==> src/rtl/lsu_bus_master_if.sv <==
// Core-side request/response and memory-side req/gnt/rvalid signals of the LSU bus master.
// The master modport is the LSU's view; the slave modport is the core/memory environment's view.
interface lsu_bus_master_if #(
   parameter int XLEN = 32
);
   logic            core_req_valid_i;
   logic            core_req_ready_o;
   logic            core_we_i;
   logic [2:0]      core_funct3_i;
   logic [XLEN-1:0] core_addr_i;
   logic [XLEN-1:0] core_wdata_i;
   logic            core_rsp_valid_o;
   logic [XLEN-1:0] core_rsp_rdata_o;
   logic            core_rsp_err_o;
   logic            core_rsp_misalign_o;
   logic            mem_req_o;
   logic            mem_gnt_i;
   logic            mem_we_o;
   logic [3:0]      mem_be_o;
   logic [XLEN-1:0] mem_addr_o;
   logic [XLEN-1:0] mem_wdata_o;
   logic            mem_rvalid_i;
   logic [XLEN-1:0] mem_rdata_i;
   logic            mem_err_i;

   modport master (
      input  core_req_valid_i, core_we_i, core_funct3_i, core_addr_i, core_wdata_i,
      output core_req_ready_o, core_rsp_valid_o, core_rsp_rdata_o, core_rsp_err_o,
             core_rsp_misalign_o,
      output mem_req_o, mem_we_o, mem_be_o, mem_addr_o, mem_wdata_o,
      input  mem_gnt_i, mem_rvalid_i, mem_rdata_i, mem_err_i
   );

   modport slave (
      output core_req_valid_i, core_we_i, core_funct3_i, core_addr_i, core_wdata_i,
      input  core_req_ready_o, core_rsp_valid_o, core_rsp_rdata_o, core_rsp_err_o,
             core_rsp_misalign_o,
      input  mem_req_o, mem_we_o, mem_be_o, mem_addr_o, mem_wdata_o,
      output mem_gnt_i, mem_rvalid_i, mem_rdata_i, mem_err_i
   );
endinterface

==> src/rtl/lsu_bus_master.sv <==
// Load/store initiator: one outstanding word-aligned bus transaction, response 3 cycles after accept
// with immediate gnt/rvalid (1 cycle for rejected requests); no response back-pressure, timeout guard.
module lsu_bus_master #(
   parameter int  XLEN    = 32,
   parameter int  TIMEOUT = 16,
   localparam int TMO_W   = $clog2(TIMEOUT + 1)
) (
   input  logic           clk_i,
   input  logic           rst_i,
   lsu_bus_master_if.master bus
);

   typedef enum logic [1:0] {IDLE, REQ, WAIT, RESP} state_t;

   state_t            state, state_nxt;
   logic              we_q;
   logic [2:0]        f3_q;
   logic [1:0]        off_q;
   logic [XLEN-1:0]   addr_q;
   logic [XLEN-1:0]   wdata_q;
   logic [XLEN-1:0]   rdata_q;
   logic [3:0]        be_q;
   logic              err_q;
   logic              mis_q;
   logic [TMO_W-1:0]  cnt;
   logic [TMO_W-1:0]  cnt_inc;
   logic              tmo;

   logic [1:0]        size_in;
   logic [1:0]        off_in;
   logic              illegal;
   logic              misal;
   logic [3:0]        be_in;
   logic [XLEN-1:0]   wdata_in;
   logic [7:0]        byte_l;
   logic [15:0]       half_l;
   logic [XLEN-1:0]   load_ext;

   // Request decode, evaluated on the incoming core request while IDLE.
   assign size_in = bus.core_funct3_i[1:0];
   assign off_in  = bus.core_addr_i[1:0];
   assign illegal = (size_in == 2'b11) || (bus.core_funct3_i == 3'b110) ||
                    (bus.core_we_i && bus.core_funct3_i[2]);
   assign misal   = ((size_in == 2'b01) && off_in[0]) ||
                    ((size_in == 2'b10) && (off_in != 2'b00));

   always_comb begin
      be_in    = 4'b1111;
      wdata_in = bus.core_wdata_i;
      case (size_in)
         2'b00: begin
            be_in    = 4'b0001 << off_in;
            wdata_in = {4{bus.core_wdata_i[7:0]}};
         end
         2'b01: begin
            be_in    = 4'b0011 << off_in;
            wdata_in = {2{bus.core_wdata_i[15:0]}};
         end
         default: begin
            be_in    = 4'b1111;
            wdata_in = bus.core_wdata_i;
         end
      endcase
   end

   // Lane steering and extension of the returned word.
   assign byte_l = 8'(bus.mem_rdata_i >> {off_q, 3'b000});
   assign half_l = off_q[1] ? bus.mem_rdata_i[31:16] : bus.mem_rdata_i[15:0];

   always_comb begin
      load_ext = bus.mem_rdata_i;
      case (f3_q)
         3'b000:  load_ext = {{(XLEN-8){byte_l[7]}}, byte_l};
         3'b100:  load_ext = {{(XLEN-8){1'b0}}, byte_l};
         3'b001:  load_ext = {{(XLEN-16){half_l[15]}}, half_l};
         3'b101:  load_ext = {{(XLEN-16){1'b0}}, half_l};
         default: load_ext = bus.mem_rdata_i;
      endcase
   end

   assign cnt_inc = cnt + 1'b1;
   assign tmo     = (cnt_inc == TMO_W'(TIMEOUT));

   always_ff @(posedge clk_i or posedge rst_i) begin
      if (rst_i) begin
         state <= IDLE;
      end else begin
         state <= state_nxt;
      end
   end

   always_comb begin
      state_nxt                = state;
      bus.core_req_ready_o     = 1'b0;
      bus.core_rsp_valid_o     = 1'b0;
      bus.core_rsp_rdata_o     = '0;
      bus.core_rsp_err_o       = 1'b0;
      bus.core_rsp_misalign_o  = 1'b0;
      bus.mem_req_o            = 1'b0;
      bus.mem_we_o             = 1'b0;
      bus.mem_be_o             = 4'b0000;
      bus.mem_addr_o           = '0;
      bus.mem_wdata_o          = '0;
      case (state)
         IDLE: begin
            bus.core_req_ready_o = 1'b1;
            if (bus.core_req_valid_i) begin
               state_nxt = (illegal || misal) ? RESP : REQ;
            end
         end
         REQ: begin
            bus.mem_req_o   = 1'b1;
            bus.mem_we_o    = we_q;
            bus.mem_be_o    = be_q;
            bus.mem_addr_o  = addr_q;
            bus.mem_wdata_o = wdata_q;
            if (tmo) begin
               state_nxt = RESP;
            end else if (bus.mem_gnt_i) begin
               state_nxt = WAIT;
            end
         end
         WAIT: begin
            // A response landing in the timeout cycle is still honoured.
            if (bus.mem_rvalid_i || tmo) begin
               state_nxt = RESP;
            end
         end
         RESP: begin
            bus.core_rsp_valid_o    = 1'b1;
            bus.core_rsp_rdata_o    = rdata_q;
            bus.core_rsp_err_o      = err_q;
            bus.core_rsp_misalign_o = mis_q;
            state_nxt               = IDLE;
         end
         default: state_nxt = IDLE;
      endcase
   end

   always_ff @(posedge clk_i or posedge rst_i) begin
      if (rst_i) begin
         we_q    <= 1'b0;
         f3_q    <= 3'b000;
         off_q   <= 2'b00;
         addr_q  <= '0;
         wdata_q <= '0;
         rdata_q <= '0;
         be_q    <= 4'b0000;
         err_q   <= 1'b0;
         mis_q   <= 1'b0;
         cnt     <= '0;
      end else begin
         case (state)
            IDLE: begin
               cnt <= '0;
               if (bus.core_req_valid_i) begin
                  we_q    <= bus.core_we_i;
                  f3_q    <= bus.core_funct3_i;
                  off_q   <= off_in;
                  addr_q  <= {bus.core_addr_i[XLEN-1:2], 2'b00};
                  be_q    <= be_in;
                  wdata_q <= wdata_in;
                  rdata_q <= '0;
                  err_q   <= illegal || misal;
                  mis_q   <= !illegal && misal;
               end
            end
            REQ: begin
               cnt <= cnt_inc;
               if (tmo) begin
                  err_q <= 1'b1;
               end
            end
            WAIT: begin
               cnt <= cnt_inc;
               if (bus.mem_rvalid_i) begin
                  err_q   <= bus.mem_err_i;
                  rdata_q <= (we_q || bus.mem_err_i) ? '0 : load_ext;
               end else if (tmo) begin
                  err_q <= 1'b1;
               end
            end
            default: begin
            end
         endcase
      end
   end

endmodule

==> src/flat_wrapper.sv <==
// flat-port wrapper written by rule: the top's interface ports become plain ports
module lsu_bus_master_flat 
#(
   parameter int  XLEN    = 32,
   parameter int  TIMEOUT = 16,
   localparam int TMO_W   = $clog2(TIMEOUT + 1)
)
  (clk_i, rst_i, bus_core_req_valid_i, bus_core_we_i, bus_core_funct3_i, bus_core_addr_i, bus_core_wdata_i, bus_core_req_ready_o, bus_core_rsp_valid_o, bus_core_rsp_rdata_o, bus_core_rsp_err_o, bus_core_rsp_misalign_o, bus_mem_req_o, bus_mem_we_o, bus_mem_be_o, bus_mem_addr_o, bus_mem_wdata_o, bus_mem_gnt_i, bus_mem_rvalid_i, bus_mem_rdata_i, bus_mem_err_i);
  lsu_bus_master_if #(.XLEN(XLEN)) bus_i ();
  input  logic clk_i;
  input  logic rst_i;
  input wire logic [$bits(bus_i.core_req_valid_i)-1:0] bus_core_req_valid_i;
  input wire logic [$bits(bus_i.core_we_i)-1:0] bus_core_we_i;
  input wire logic [$bits(bus_i.core_funct3_i)-1:0] bus_core_funct3_i;
  input wire logic [$bits(bus_i.core_addr_i)-1:0] bus_core_addr_i;
  input wire logic [$bits(bus_i.core_wdata_i)-1:0] bus_core_wdata_i;
  output wire logic [$bits(bus_i.core_req_ready_o)-1:0] bus_core_req_ready_o;
  output wire logic [$bits(bus_i.core_rsp_valid_o)-1:0] bus_core_rsp_valid_o;
  output wire logic [$bits(bus_i.core_rsp_rdata_o)-1:0] bus_core_rsp_rdata_o;
  output wire logic [$bits(bus_i.core_rsp_err_o)-1:0] bus_core_rsp_err_o;
  output wire logic [$bits(bus_i.core_rsp_misalign_o)-1:0] bus_core_rsp_misalign_o;
  output wire logic [$bits(bus_i.mem_req_o)-1:0] bus_mem_req_o;
  output wire logic [$bits(bus_i.mem_we_o)-1:0] bus_mem_we_o;
  output wire logic [$bits(bus_i.mem_be_o)-1:0] bus_mem_be_o;
  output wire logic [$bits(bus_i.mem_addr_o)-1:0] bus_mem_addr_o;
  output wire logic [$bits(bus_i.mem_wdata_o)-1:0] bus_mem_wdata_o;
  input wire logic [$bits(bus_i.mem_gnt_i)-1:0] bus_mem_gnt_i;
  input wire logic [$bits(bus_i.mem_rvalid_i)-1:0] bus_mem_rvalid_i;
  input wire logic [$bits(bus_i.mem_rdata_i)-1:0] bus_mem_rdata_i;
  input wire logic [$bits(bus_i.mem_err_i)-1:0] bus_mem_err_i;
  assign bus_i.core_req_valid_i = bus_core_req_valid_i;
  assign bus_i.core_we_i = bus_core_we_i;
  assign bus_i.core_funct3_i = bus_core_funct3_i;
  assign bus_i.core_addr_i = bus_core_addr_i;
  assign bus_i.core_wdata_i = bus_core_wdata_i;
  assign bus_core_req_ready_o = bus_i.core_req_ready_o;
  assign bus_core_rsp_valid_o = bus_i.core_rsp_valid_o;
  assign bus_core_rsp_rdata_o = bus_i.core_rsp_rdata_o;
  assign bus_core_rsp_err_o = bus_i.core_rsp_err_o;
  assign bus_core_rsp_misalign_o = bus_i.core_rsp_misalign_o;
  assign bus_mem_req_o = bus_i.mem_req_o;
  assign bus_mem_we_o = bus_i.mem_we_o;
  assign bus_mem_be_o = bus_i.mem_be_o;
  assign bus_mem_addr_o = bus_i.mem_addr_o;
  assign bus_mem_wdata_o = bus_i.mem_wdata_o;
  assign bus_i.mem_gnt_i = bus_mem_gnt_i;
  assign bus_i.mem_rvalid_i = bus_mem_rvalid_i;
  assign bus_i.mem_rdata_i = bus_mem_rdata_i;
  assign bus_i.mem_err_i = bus_mem_err_i;
  lsu_bus_master #(.XLEN(XLEN), .TIMEOUT(TIMEOUT)) u_core (.clk_i(clk_i), .rst_i(rst_i), .bus(bus_i));
endmodule
==> config.mk <==
export PLATFORM = sky130hd
export DESIGN_NAME = lsu_bus_master_flat
export DESIGN_NICKNAME = d
export VERILOG_FILES = /design/src/rtl/lsu_bus_master_if.sv /design/src/rtl/lsu_bus_master.sv /design/src/flat_wrapper.sv
export SDC_FILE = /design/constraint.sdc
export NUM_CORES = 1
export LEC_CHECK = 0
export ABC_CLOCK_PERIOD_IN_PS = 4400
export CAP_MARGIN = 15
export CORE_UTILIZATION = 41
export CTS_CLUSTER_SIZE = 30
export DETAILED_ROUTE_END_ITERATION = 8
export GPL_TIMING_DRIVEN = 0
export PLACE_DENSITY = 0.82
export SYNTH_ARGS = -nofsm -noshare
export SYNTH_HDL_FRONTEND = slang
export SYNTH_SLANG_ARGS = --single-unit
export TNS_END_PERCENT = 50
==> constraint.sdc <==
create_clock -name clk_i -period 4.4 [get_ports clk_i]
set_input_delay 1.32 -clock clk_i [delete_from_list [all_inputs] [get_ports clk_i]]
set_output_delay 1.32 -clock clk_i [all_outputs]
set_load 0.01 [all_outputs]
==> results of run 1 <==
==> state kept, by name, indices dropped and copies added, names as in the netlist <==
name	cells
u_core.addr_q	30
u_core.be_q	4
u_core.cnt	5
u_core.err_q	1
u_core.f3_q	3
u_core.mis_q	1
u_core.off_q	2
u_core.rdata_q	32
u_core.state	2
u_core.wdata_q	32
u_core.we_q	1
==> synth_stat cells (all sizes together) (2+ instances only) <==
library cell,number
o211ai,4
a211oi,4
and2,105
dfrtp,113
clkbuf,36
inv,10
o221ai,3
a21oi,22
a31oi,2
mux2,46
o21ai,41
o31a,4
nor2b,10
nand2b,3
nand3,4
a22o,10
buf,10
ha,6
o22ai,7
mux2i,29
nor3,3
a22oi,17
nand2,75
a21o,2
nor2,35
==> worst reg2reg max path, delay by kind of cell (launching register included) <==
kind,cells,cell delay (ps)
buffers and inverters,3,1070
flip-flops,1,440
multiplexers,1,410
adder cells (fa/ha/maj),1,300
AND/OR/NAND/NOR,1,160
==> routing by layer <==
layer	track usage, %	up-vias
li1	-	2570
met1	30.1	2559
met2	39.5	216
met3	8.64	34
met4	9.98	0
met5	0	-
==> power by group through the flow <==
stage          logic (mW)  registers (mW)  clock network (mW)
2_1_floorplan        1.42            1.67                   0
3_3_place_gp         2.34            1.74                   0
3_5_place_dp         2.38            1.76                   0
5_1_grt              2.63            1.80                1.37
6_report             2.38            1.75                1.31
4_1_cts              2.40            1.75                1.33
==> cell families (layout without fill, tap and decap cells) <==
kind of cell,count (synthesis),in the layout,share of synthesized area (%)
other cells,1,2,0.0626
buf+inv,56,294,3.86
simple gates,242,242,20.8
flops,113,113,47.2
xor+xnor,1,1,0.146
mux,76,76,13.9
fa+ha+maj,6,6,1.25
compound gates,121,121,12.8
==> per-stage QoR <==
step,hold WS (ps),utilization (%),area [sq um]
6_report,467,63.1,8860
4_1_cts,471,63.1,8860
3_5_place_dp,460,59.1,8300
5_1_grt,489,63.1,8860
2_1_floorplan,431,-,5990
3_3_place_gp,448,58.9,8270
==> worst paths after layout <==
| path | slack (ps) | end | startpoint |
|---|---|---|---|
| worst max-delay path | 230 | bus_mem_wdata_o[10] | u_core.state[1] |
| worst min-delay path | 470 | u_core.wdata_q[19] | u_core.wdata_q[19] |
| worst max register to register | 1910 | u_core.off_q[1] | u_core.state[0] |
| worst min register to register | 470 | u_core.wdata_q[19] | u_core.wdata_q[19] |
| max in group asynchronous | 2410 | u_core.wdata_q[3] | rst_i |
| min in group asynchronous | 1280 | u_core.addr_q[8] | rst_i |
==> layout make-up <==
class | instances | area share, %
multi-input cells | 448 | 33.1
flip-flops and latches | 113 | 31.9
repair buffers | 206 | 23.5
clock buffers | 20 | 4.93
well taps | 180 | 2.54
plain buffers | 46 | 2.19
clock inverters | 12 | 1.33
inverters | 10 | 0.480
==> reports/qor.tcl, run 1 <==
set qor(synthFlopType) {sky130_fd_sc_hd__dfrtp_1}
set qor(global_route_wire_length_before_repair_um) 27600
set qor(route.detailed.wl_per_inst_um) 17.1
set qor(layout.filler_cells) 1154
set qor(cts_resized) 0
set qor(drt-pass1-iter-count) 4
set qor(cts_tree) {built}
set qor(placement.io_buffers) 205
set qor(die_width_um) 123
set qor(cts_max_level) 4
set qor(detail_route.vias_per_cell) 5.20
set qor(layout_setup_ws_ps) 226
set qor(unrepaired_setup_endpoints_after_global_routing) {false}
set qor(synth.avg_cell_area_sq_um) 9.73
set qor(postSynthCellCount) 616
set qor(cts-hold-fix-buffers) 0
set qor(path_depth) 6
set qor(worst_path_largest_cell_delay_ps) 570
set qor(grt_max_degree) 75
set qor(worst_path_max_delay_cell) {sky130_fd_sc_hd__clkdlybuf4s50_1}
set qor(pin_count) 212
set qor(met2_length_um) 8360
set qor(mappedNetlistArea_sq_um) 5990
set qor(maxSlewViolCount) 0
set qor(critical-path-top-delay-family) {buffers and inverters}
set qor(most-common-layout-cells) {205 x sky130_fd_sc_hd__clkdlybuf4s50_1, 113 x sky130_fd_sc_hd__dfrtp_1, 105 x sky130_fd_sc_hd__and2_1}
set qor(yosysTopAreaCell) {sky130_fd_sc_hd__dfrtp_1}
set qor(cp-end-kind) {primary output}
set qor(drtAntennaViolNets) 0
set qor(cts.repair_timing.setup_buffer_count) 0
set qor(wl_met1_um) 7420
set qor(vdd_drop_max_uv) 330
set qor(worst_hold_path.num_cells) 2
set qor(totalNegativeSetupSlack_ps) 0
set qor(number_of_drc_markers_after_the_initial_detailed_route_iteration) 240
set qor(path_cells) {inv_1, ha_1, clkbuf_1, clkbuf_1, and2_1, clkdlybuf4s50_1}
set qor(route.top_layer_used) {met4}
set qor(fp.dieH_um) 123
set qor(synth-seq-cells) 113
set qor(p_per_area_nw_per_um2) 614
set qor(final.period_utilization_pct) 94.9
set qor(total_number_of_vias) 5379
set qor(antenna_cells_inserted) 0
set qor(finish.cell_count_without_fillers) 1035
set qor(synth_top_cells_by_area) {sky130_fd_sc_hd__dfrtp_1 47%, sky130_fd_sc_hd__and2_1 11%, sky130_fd_sc_hd__mux2_2 8.6%, sky130_fd_sc_hd__mux2i_1 4.8%, sky130_fd_sc_hd__nand2_1 4.7%}
set qor(design.die.area_sq_um) 15100
set qor(path_clk_slew_ps) 50
set qor(synthArstFlopShare_pct) 100
set qor(worstSetupStartpointType) {register}
set qor(place_worst_setup_slack_ps) 645
set qor(comb_power_share_pct) 43.8
set qor(insertion_delay_ps) 420
set qor(clk_root_buffer_cell) {sky130_fd_sc_hd__clkbuf_16}
set qor(grt.overflow.total) 0
set qor(cp.required_ps) 3080
set qor(power.total_mw) 5.44
set qor(power.share.switching_pct) 35.4
set qor(row_count) 43
set qor(crit_top_cell) {sky130_fd_sc_hd__clkbuf_1}
set qor(max_cap_viol_count) 0
set qor(place_congestion) 0.923
set qor(rr_worst_depth) 6
set qor(path_max_fanout) 10
set qor(flow.area_growth_from_synthesis_pct) 47.9
set qor(power_frac_clock_pct) 24.0
set qor(hold_path_class) {reg -> reg}
set qor(flop_pwr_share_pct) 32.2
set qor(core_area_sq_um) 14000
set qor(power.switching_mw) 1.93
set qor(slew_headroom_pct) 46.4
set qor(synth_largest_type_area_fraction_pct) 47.2
set qor(numClockSinks) 113
set qor(critical_path_buffers_and_inverters) 4
set qor(setup_viol) 0
set qor(achievable-frequency_mhz) 240
set qor(antenna_found_initial) 0
set qor(register_area_sq_um) 2830
set qor(run_status) {finished clean}
set qor(p_leak_nw) 3.87
set qor(first_global_vias) 5306
set qor(totalWireLength_um) 17700
set qor(register_area_share_after_synthesis_pct) 47.2
set qor(final_layout_size_suffix_gt1_share_pct) 10.3
set qor(multi_input_area_sq_um) 2940
set qor(synth_edf_count) 0
set qor(post_synth_num_cell_types) 44
set qor(place.detailed.hpwl_um) 13100
set qor(timing.setup.critical_path_class) {reg -> out}
set qor(internal-power_mw) 3.51
set qor(clock_path_buffers) 2
set qor(worstPathArrival_ps) 2850
set qor(dr_wl_met3_um) 1520
set qor(synth.yosys.warnings) 0
set qor(total_nets_final) 954
set qor(route.detailed.drc) 0
set qor(cts_inserted_buffers) 17
set qor(clock_skew_ps) 6.68
set qor(floorplan.initialDensity_pct) 42.7
set qor(mostFrequentLayoutCell) {sky130_fd_sc_hd__clkdlybuf4s50_1}
set qor(track_usage_pct) 24.6
set qor(number_of_failing_hold_endpoints_at_the_final_stage) 0
set qor(finalCriticalPeriod_ps) 4170
set qor(tightestPinTransition_ps) 804
set qor(dp_cell_count) 1003
Power figures use the tool's default switching activity.
==> run 2: changes to the inputs <==
--- a/config.mk
+++ b/config.mk
@@ -5,13 +5,13 @@
 export SDC_FILE = /design/constraint.sdc
 export NUM_CORES = 1
 export LEC_CHECK = 0
-export ABC_CLOCK_PERIOD_IN_PS = 4400
+export ABC_CLOCK_PERIOD_IN_PS = 4600
 export CAP_MARGIN = 15
-export CORE_UTILIZATION = 41
+export CORE_UTILIZATION = 46
 export CTS_CLUSTER_SIZE = 30
 export DETAILED_ROUTE_END_ITERATION = 8
 export GPL_TIMING_DRIVEN = 0
-export PLACE_DENSITY = 0.82
+export PLACE_DENSITY = 0.87
 export SYNTH_ARGS = -nofsm -noshare
 export SYNTH_HDL_FRONTEND = slang
 export SYNTH_SLANG_ARGS = --single-unit
==> constraint.sdc (replaced) <==
create_clock -name clk_i -period 4.6 [get_ports clk_i]
set_input_delay 1.38 -clock clk_i [delete_from_list [all_inputs] [get_ports clk_i]]
set_output_delay 1.38 -clock clk_i [all_outputs]
set_load 0.01 [all_outputs]
==> reports/qor.tcl, run 2 (same netlist as run 1, synthesis figures left out) <==
set qor(path_clk_slew_ps) 50 ;# about the same
set qor(row_count) 41 ;# -4.7%
set qor(crit_end) {bus_mem_wdata_o[9]}
set qor(power_frac_clock_pct) 24.0 ;# about the same
set qor(fp.dieH_um) 116 ;# -5.5%
set qor(power.switching_mw) 1.83 ;# -4.9%
set qor(detail_route.vias_per_cell) 5.31 ;# +2.1%
set qor(global_route_wire_length_before_repair_um) 27200 ;# -1.5%
set qor(maxSlewViolCount) 0 ;# unchanged
set qor(unrepaired_setup_endpoints_after_global_routing) {false}
set qor(slew_headroom_pct) 46.7 ;# +0.26 points
set qor(p_leak_nw) 3.88 ;# +0.19%
set qor(layout.filler_cells) 952 ;# -18%
set qor(critical-path-top-delay-family) {buffers and inverters}
set qor(worstSetupStartpointType) {register}
set qor(internal-power_mw) 3.39 ;# -3.6%
set qor(clk_root_buffer_cell) {sky130_fd_sc_hd__clkbuf_16}
set qor(worstPathArrival_ps) 2790 ;# -60 ps
set qor(total_nets_final) 954 ;# unchanged
set qor(biggestRegsByFlops) {u_core.rdata_q x32, u_core.wdata_q x32, u_core.addr_q x30}
set qor(cts_tree) {built}
set qor(cts_max_level) 4 ;# unchanged
set qor(drt-pass1-iter-count) 5 ;# +1
set qor(drtAntennaViolNets) 0 ;# unchanged
set qor(power.share.switching_pct) 35.1 ;# -0.31 points
set qor(vdd_drop_max_uv) 318 ;# -3.6%
set qor(total_number_of_vias) 5439 ;# +1.1%
set qor(flop_pwr_share_pct) 32.2 ;# about the same
set qor(numClockSinks) 113 ;# unchanged
set qor(cts_inserted_buffers) 17 ;# unchanged
set qor(grt.overflow.total) 0 ;# unchanged
set qor(track_usage_pct) 27.1 ;# +2.5 points
set qor(most-common-layout-cells) {205 x sky130_fd_sc_hd__clkdlybuf4s50_1, 113 x sky130_fd_sc_hd__dfrtp_1, 105 x sky130_fd_sc_hd__and2_1}
set qor(p_per_area_nw_per_um2) 590 ;# -3.9%
set qor(flow.area_growth_from_synthesis_pct) 47.7
set qor(cts.repair_timing.setup_buffer_count) 0 ;# unchanged
set qor(cts_resized) 0 ;# unchanged
set qor(place.detailed.hpwl_um) 12800 ;# -2.3%
set qor(timing.rr.start) {u_core.state[0]}
set qor(critical_path_buffers_and_inverters) 4 ;# unchanged
set qor(final.period_utilization_pct) 90.7
set qor(first_global_vias) 5299 ;# -0.13%
set qor(pin_count) 212 ;# unchanged
set qor(number_of_drc_markers_after_the_initial_detailed_route_iteration) 353 ;# +47%
set qor(clock_path_buffers) 2 ;# unchanged
set qor(antenna_found_initial) 0 ;# unchanged
set qor(path_depth) 6 ;# unchanged
set qor(final_layout_size_suffix_gt1_share_pct) 9.96 ;# -0.33 points
set qor(floorplan.initialDensity_pct) 47.3 ;# +4.6 points
set qor(placement.io_buffers) 205 ;# unchanged
set qor(setup_viol) 0 ;# unchanged
set qor(cp.required_ps) 3220 ;# +140 ps
set qor(tightestPinTransition_ps) 800 ;# -3.95 ps
set qor(timing.setup.critical_path_class) {reg -> out}
set qor(route.detailed.wl_per_inst_um) 17.0 ;# -0.57%
set qor(core_area_sq_um) 12700 ;# -9.8%
set qor(insertion_delay_ps) 410 ;# about the same
set qor(cp-end-kind) {primary output}
set qor(mostFrequentLayoutCell) {sky130_fd_sc_hd__clkdlybuf4s50_1}
set qor(rr_worst_depth) 6 ;# unchanged
set qor(crit_top_cell) {sky130_fd_sc_hd__clkbuf_1}
set qor(tightest_hold_margin_ps) 461 ;# -6.19 ps
set qor(die_width_um) 116 ;# -5.5%
set qor(place_congestion) 0.908 ;# -1.5%
set qor(finalCriticalPeriod_ps) 4170
set qor(path_cells) {inv_1, ha_1, clkbuf_1, clkbuf_1, and2_1, clkdlybuf4s50_1}
set qor(max_cap_viol_count) 0 ;# unchanged
set qor(hold_path_class) {reg -> reg}
set qor(route.detailed.drc) 0 ;# unchanged
set qor(run_status) {finished clean}
set qor(grt_max_degree) 80 ;# +6.7%
set qor(worst_path_largest_cell_delay_ps) 560 ;# about the same
set qor(path_max_fanout) 10 ;# unchanged
set qor(antenna_cells_inserted) 0 ;# unchanged
set qor(postLayoutCoreUtil_pct) 69.8 ;# +6.7 points
set qor(comb_power_share_pct) 43.8 ;# about the same
set qor(worst_path_max_delay_cell) {sky130_fd_sc_hd__clkdlybuf4s50_1}
set qor(setup.worst_path.start) {u_core.state[1]}
set qor(timing.reg2reg.setup_slack_ps) 2120 ;# +210 ps
set qor(r2r_end) {u_core.wdata_q[7]}
set qor(achievable-frequency_mhz) 240
set qor(totalWireLength_um) 17400 ;# -1.5%
set qor(totalNegativeSetupSlack_ps) 0 ;# unchanged
set qor(number_of_failing_hold_endpoints_at_the_final_stage) 0 ;# unchanged
set qor(clock_skew_ps) 7.02 ;# +0.342 ps
set qor(cts-hold-fix-buffers) 0 ;# unchanged
set qor(design.die.area_sq_um) 13500 ;# -11%
-- run 2: cell types whose count changed in the layout (fill, tap and decap cells not counted) --
cell                         before  now
sky130_fd_sc_hd__clkinvlp_4       3    0
sky130_fd_sc_hd__clkinv_2         7    5
sky130_fd_sc_hd__clkbuf_1        39   40
sky130_fd_sc_hd__clkbuf_8         0    2
-- run 2: layer usage --
layer | track usage, % | vias up | share of wire [%]
li1 | - | 2572 | -
met1 | 31.8 | 2597 | 41
met2 | 44.4 | 233 | 48
met3 | 9.91 | 37 | 8.4
met4 | 12.1 | 0 | 2.8
met5 | 0 | - | 0
-- run 2: worst min path at each step --
stage / startpoint / endpoint / slack (ps) / cells past startpoint
2_1_floorplan: u_core.rdata_q[1] / u_core.rdata_q[1] / 430 / 2
3_3_place_gp: u_core.rdata_q[6] / u_core.rdata_q[6] / 450 / 2
3_5_place_dp: u_core.rdata_q[6] / u_core.rdata_q[6] / 450 / 2
4_1_cts: u_core.rdata_q[6] / u_core.rdata_q[6] / 460 / 2
5_1_grt: u_core.wdata_q[26] / u_core.wdata_q[26] / 490 / 2
6_report: u_core.rdata_q[6] / u_core.rdata_q[6] / 460 / 2
-- run 2: power by group through the flow --
stage                     logic (mW)  clock network (mW)  registers, mW
after floorplan                 1.36                   0           1.60
after global placement          2.23                   0           1.66
after detailed placement        2.27                   0           1.69
after CTS                       2.30                1.26           1.68
after global routing            2.52                1.31           1.74
final                           2.29                1.25           1.68
-- run 2: final cells by class --
type / count / area [sq um] / area share (%)
well taps: 172 / 215 / 2.43
plain buffers: 46 / 194 / 2.19
clock buffers: 23 / 468 / 5.29
inverters: 10 / 42.5 / 0.481
multi-input cells: 448 / 2940 / 33.2
clock inverters: 7 / 85.1 / 0.962
flip-flops and latches: 113 / 2830 / 32.0
repair buffers: 206 / 2080 / 23.5
-- run 2: worst min-delay path, delay by kind of cell (launching register included) --
family,cells,cell delay (ps)
flops,1,340
simple gates,2,90
-- run 2: through the flow --
step                      std cells  instance area (sq um)  power, mW  setup WS (ps)
after floorplan                 617                   5990       2.96            233
after global placement          994                   8260       3.89          -1530
after detailed placement        995                   8290       3.96            850
after CTS                      1025                   8850       5.24            391
after global routing           1025                   8850       5.56            212
final                          1025                   8850       5.22            429
==> variant, RTL diff (flow settings as in run 2) <==
`TIMEOUT` is set to 16 in 2 places; all go to 32.
--- a/src/rtl/lsu_bus_master.sv
+++ b/src/rtl/lsu_bus_master.sv
@@ -3,5 +3,5 @@
 module lsu_bus_master #(
    parameter int  XLEN    = 32,
-   parameter int  TIMEOUT = 16,
+   parameter int  TIMEOUT = 32,
    localparam int TMO_W   = $clog2(TIMEOUT + 1)
 ) (
--- a/src/flat_wrapper.sv
+++ b/src/flat_wrapper.sv
@@ -3,5 +3,5 @@
 #(
    parameter int  XLEN    = 32,
-   parameter int  TIMEOUT = 16,
+   parameter int  TIMEOUT = 32,
    localparam int TMO_W   = $clog2(TIMEOUT + 1)
 )
Behaviour: no difference found for any inputs over 4 cycles, from zero or initial values and one cycle with rst_i high; that may be too few to reach the edited logic, so the function may still have changed.
==> variant against run 2 <==
Routed wire length rose by 7.1%. Sequential share of layout area down 0.36 points. Count of clock-buffer cells in the layout fell by 3. Sequential cell count increased by 1. Total power rose by 0.66%. Die area increased by 2.7%. Final area up 2.1%. Largest cell class unchanged. Core utilization up 0.58 points. Cell count hardly changed. Area after synthesis up 2.8%. Worst setup slack got worse by 0.061 ns. First-iteration DRC count grew 20%.
==> variant: results (changes against run 2) <==
- Worst hold endpoint: u_core.rdata_q[4]$_DFFE_PP0P_ (was u_core.rdata_q[6]$_DFFE_PP0P_)
- Cell depth of the worst min-delay path: 2 (unchanged)
- Ratio of cells with drive above 1 in the final layout: 11.9% (was 9.96%)
- Met1 usage: 32.6% (was 31.8%)
- ANT cells: 0 (unchanged)
- Top Layer Used: met4 (unchanged)
- H-tree Lvls: 4 (unchanged)
- Synth Area in Adders: 1.22% (was 1.25%)
- Mux contribution to synthesized area: 13.6% (was 13.9%)
- Synth cell count leaders: dfrtp_1, and2_1, nand2_1 (unchanged)
- Seq/Total Area, Yosys: 46.3% (was 47.2%)
- Drt wl/cell: 18.2 um (was 17.0 um)
- GRT Overall Usage: 27.6% (was 27.1%)
- R2R setup slack: 2.26 ns (was 2.12 ns)
- Met3 Use GR: 8.72% (was 9.91%)
- CP max-delay cell: clkdlybuf4s50_1 (unchanged)
- Hold Path Class: register to register (unchanged)
- First-pass GRT wire length: 29800 um (was 27200 um)
- Worst slack at placement: 0.813 ns (was 0.850 ns)
- Worst Path Arrival: 2.85 ns (was 2.79 ns)
- Synth top area share: 46.3% (was 47.2%)
- Synth Area in Compound Gates: 13.8% (was 12.8%)
- Min-delay src: u_core.rdata_q[4]$_DFFE_PP0P_ (was u_core.rdata_q[6]$_DFFE_PP0P_)
- HPWL Detailed: 13700 um (was 12800 um)
- DR iter-0 viols: 423 (was 353)
- Fin nets: 951 (was 954)
- Vias in the first global route: 5791 (was 5299)
- Synth warnings: 0 (unchanged)
- Metal-1 WL: 7320 um (was 7070 um)
- Netlist cell types: 51 (was 44)
- Leak: 0.00385 uW (was 0.00388 uW)
- Worst Tran Pin Value: 0.712 ns (was 0.800 ns)
- IO Port Bufs: 206 (was 205)
- Metal3 WL: 1530 um (was 1460 um)
- XOR/XNOR share of the synthesized area: 0.142% (was 0.146%)
- Clk_skew: 0.00593 ns (was 0.00702 ns)
- Global Route met2 Usage: 46.0% (was 44.4%)
- Top area cells in the synthesized netlist: dfrtp_1, and2_1, mux2_2, mux2i_1, o21ai_0 (was dfrtp_1, and2_1, mux2_2, mux2i_1, nand2_1)
- Worst reg2reg endpoint: u_core.rdata_q[21]$_DFFE_PP0P_ (was u_core.wdata_q[7]$_DFFE_PP0P_)
- Worst Reg-to-Reg Cells: 7 (was 6)
- Worst vdd ir: 0.338 mV (was 0.318 mV)
- Clock root buffer master: clkbuf_16 (unchanged)
- Routability Congestion: 0.911 (was 0.908)
- Fillers: 956 (was 952)
- Vias per cell: 5.53 (was 5.31)
- 1st-pass router iterations: 6 (was 5)
- CP startpoint: u_core.state[1]$_DFFE_PP0P_ (unchanged)
- Met2 wire length: 9160 um (was 8370 um)
- Status: complete, no violations (unchanged)
- Crit-path max cell delay: 0.54 ns (was 0.56 ns)
- Pin count of the biggest net entering global routing: 61 (was 80)
- Clk Latency, worst-skew pair: 0.42 ns
- Switching share of total power: 35.8% (was 35.1%)
==> variant: cell count changes after synthesis, sizes merged, moves of 5 or more <==
cell	before	now
nor2b	10	4
a22o	10	2
nand2	75	65
nand2b	3	9
o2bb2ai	0	5
o31ai	0	6
o21ai	41	55
a221o	1	17
clkbuf	36	27
nor2	35	22
a22oi	17	3
or3	0	8
buf	10	18
==> variant: per-stage QoR <==
stage                     setup TNS (ns)  cells  cell area, sq um  hold WS [ns]  power [uW]
after floorplan                        0    613              6160         0.441        3000
after global placement           -154.04    991              8440         0.456        3850
after detailed placement               0    992              8470         0.464        3970
after CTS                              0   1024              9030         0.475        5260
after global routing                   0   1024              9030         0.492        5560
final                                  0   1024              9030         0.473        5260
==> variant: how the worst max path moves through the flow <==
| stage | endpoint | slack (ns) | cells past startpoint |
|---|---|---|---|
| 2_1_floorplan | u_core.addr_q[10]$_DFFE_PP0P_ | 0.20 | 1 |
| 3_3_place_gp | u_core.rdata_q[20]$_DFFE_PP0P_ | -1.36 | 2 |
| 3_5_place_dp | bus_mem_wdata_o[11] | 0.81 | 6 |
| 4_1_cts | bus_mem_wdata_o[11] | 0.35 | 6 |
| 5_1_grt | bus_mem_wdata_o[11] | 0.21 | 6 |
| 6_report | bus_mem_wdata_o[13] | 0.37 | 6 |
==> variant: final cells by class <==
type	instances	share of cell area, %
Buffer	45	2.34
Clock buffer	20	4.95
Clock inverter	12	1.27
Inverter	8	0.360
Multi-Input combinational cell	446	34.0
Sequential cell	114	31.6
Tap cell	172	2.38
Timing Repair Buffer	207	23.1
==> variant: power groups by stage <==
stage	Sequential [uW]	Combinational, uW	Clock (uW)
2_1_floorplan	1610	1400	0
3_3_place_gp	1660	2190	0
3_5_place_dp	1690	2280	0
4_1_cts	1680	2310	1270
5_1_grt	1740	2510	1320
6_report	1690	2310	1260
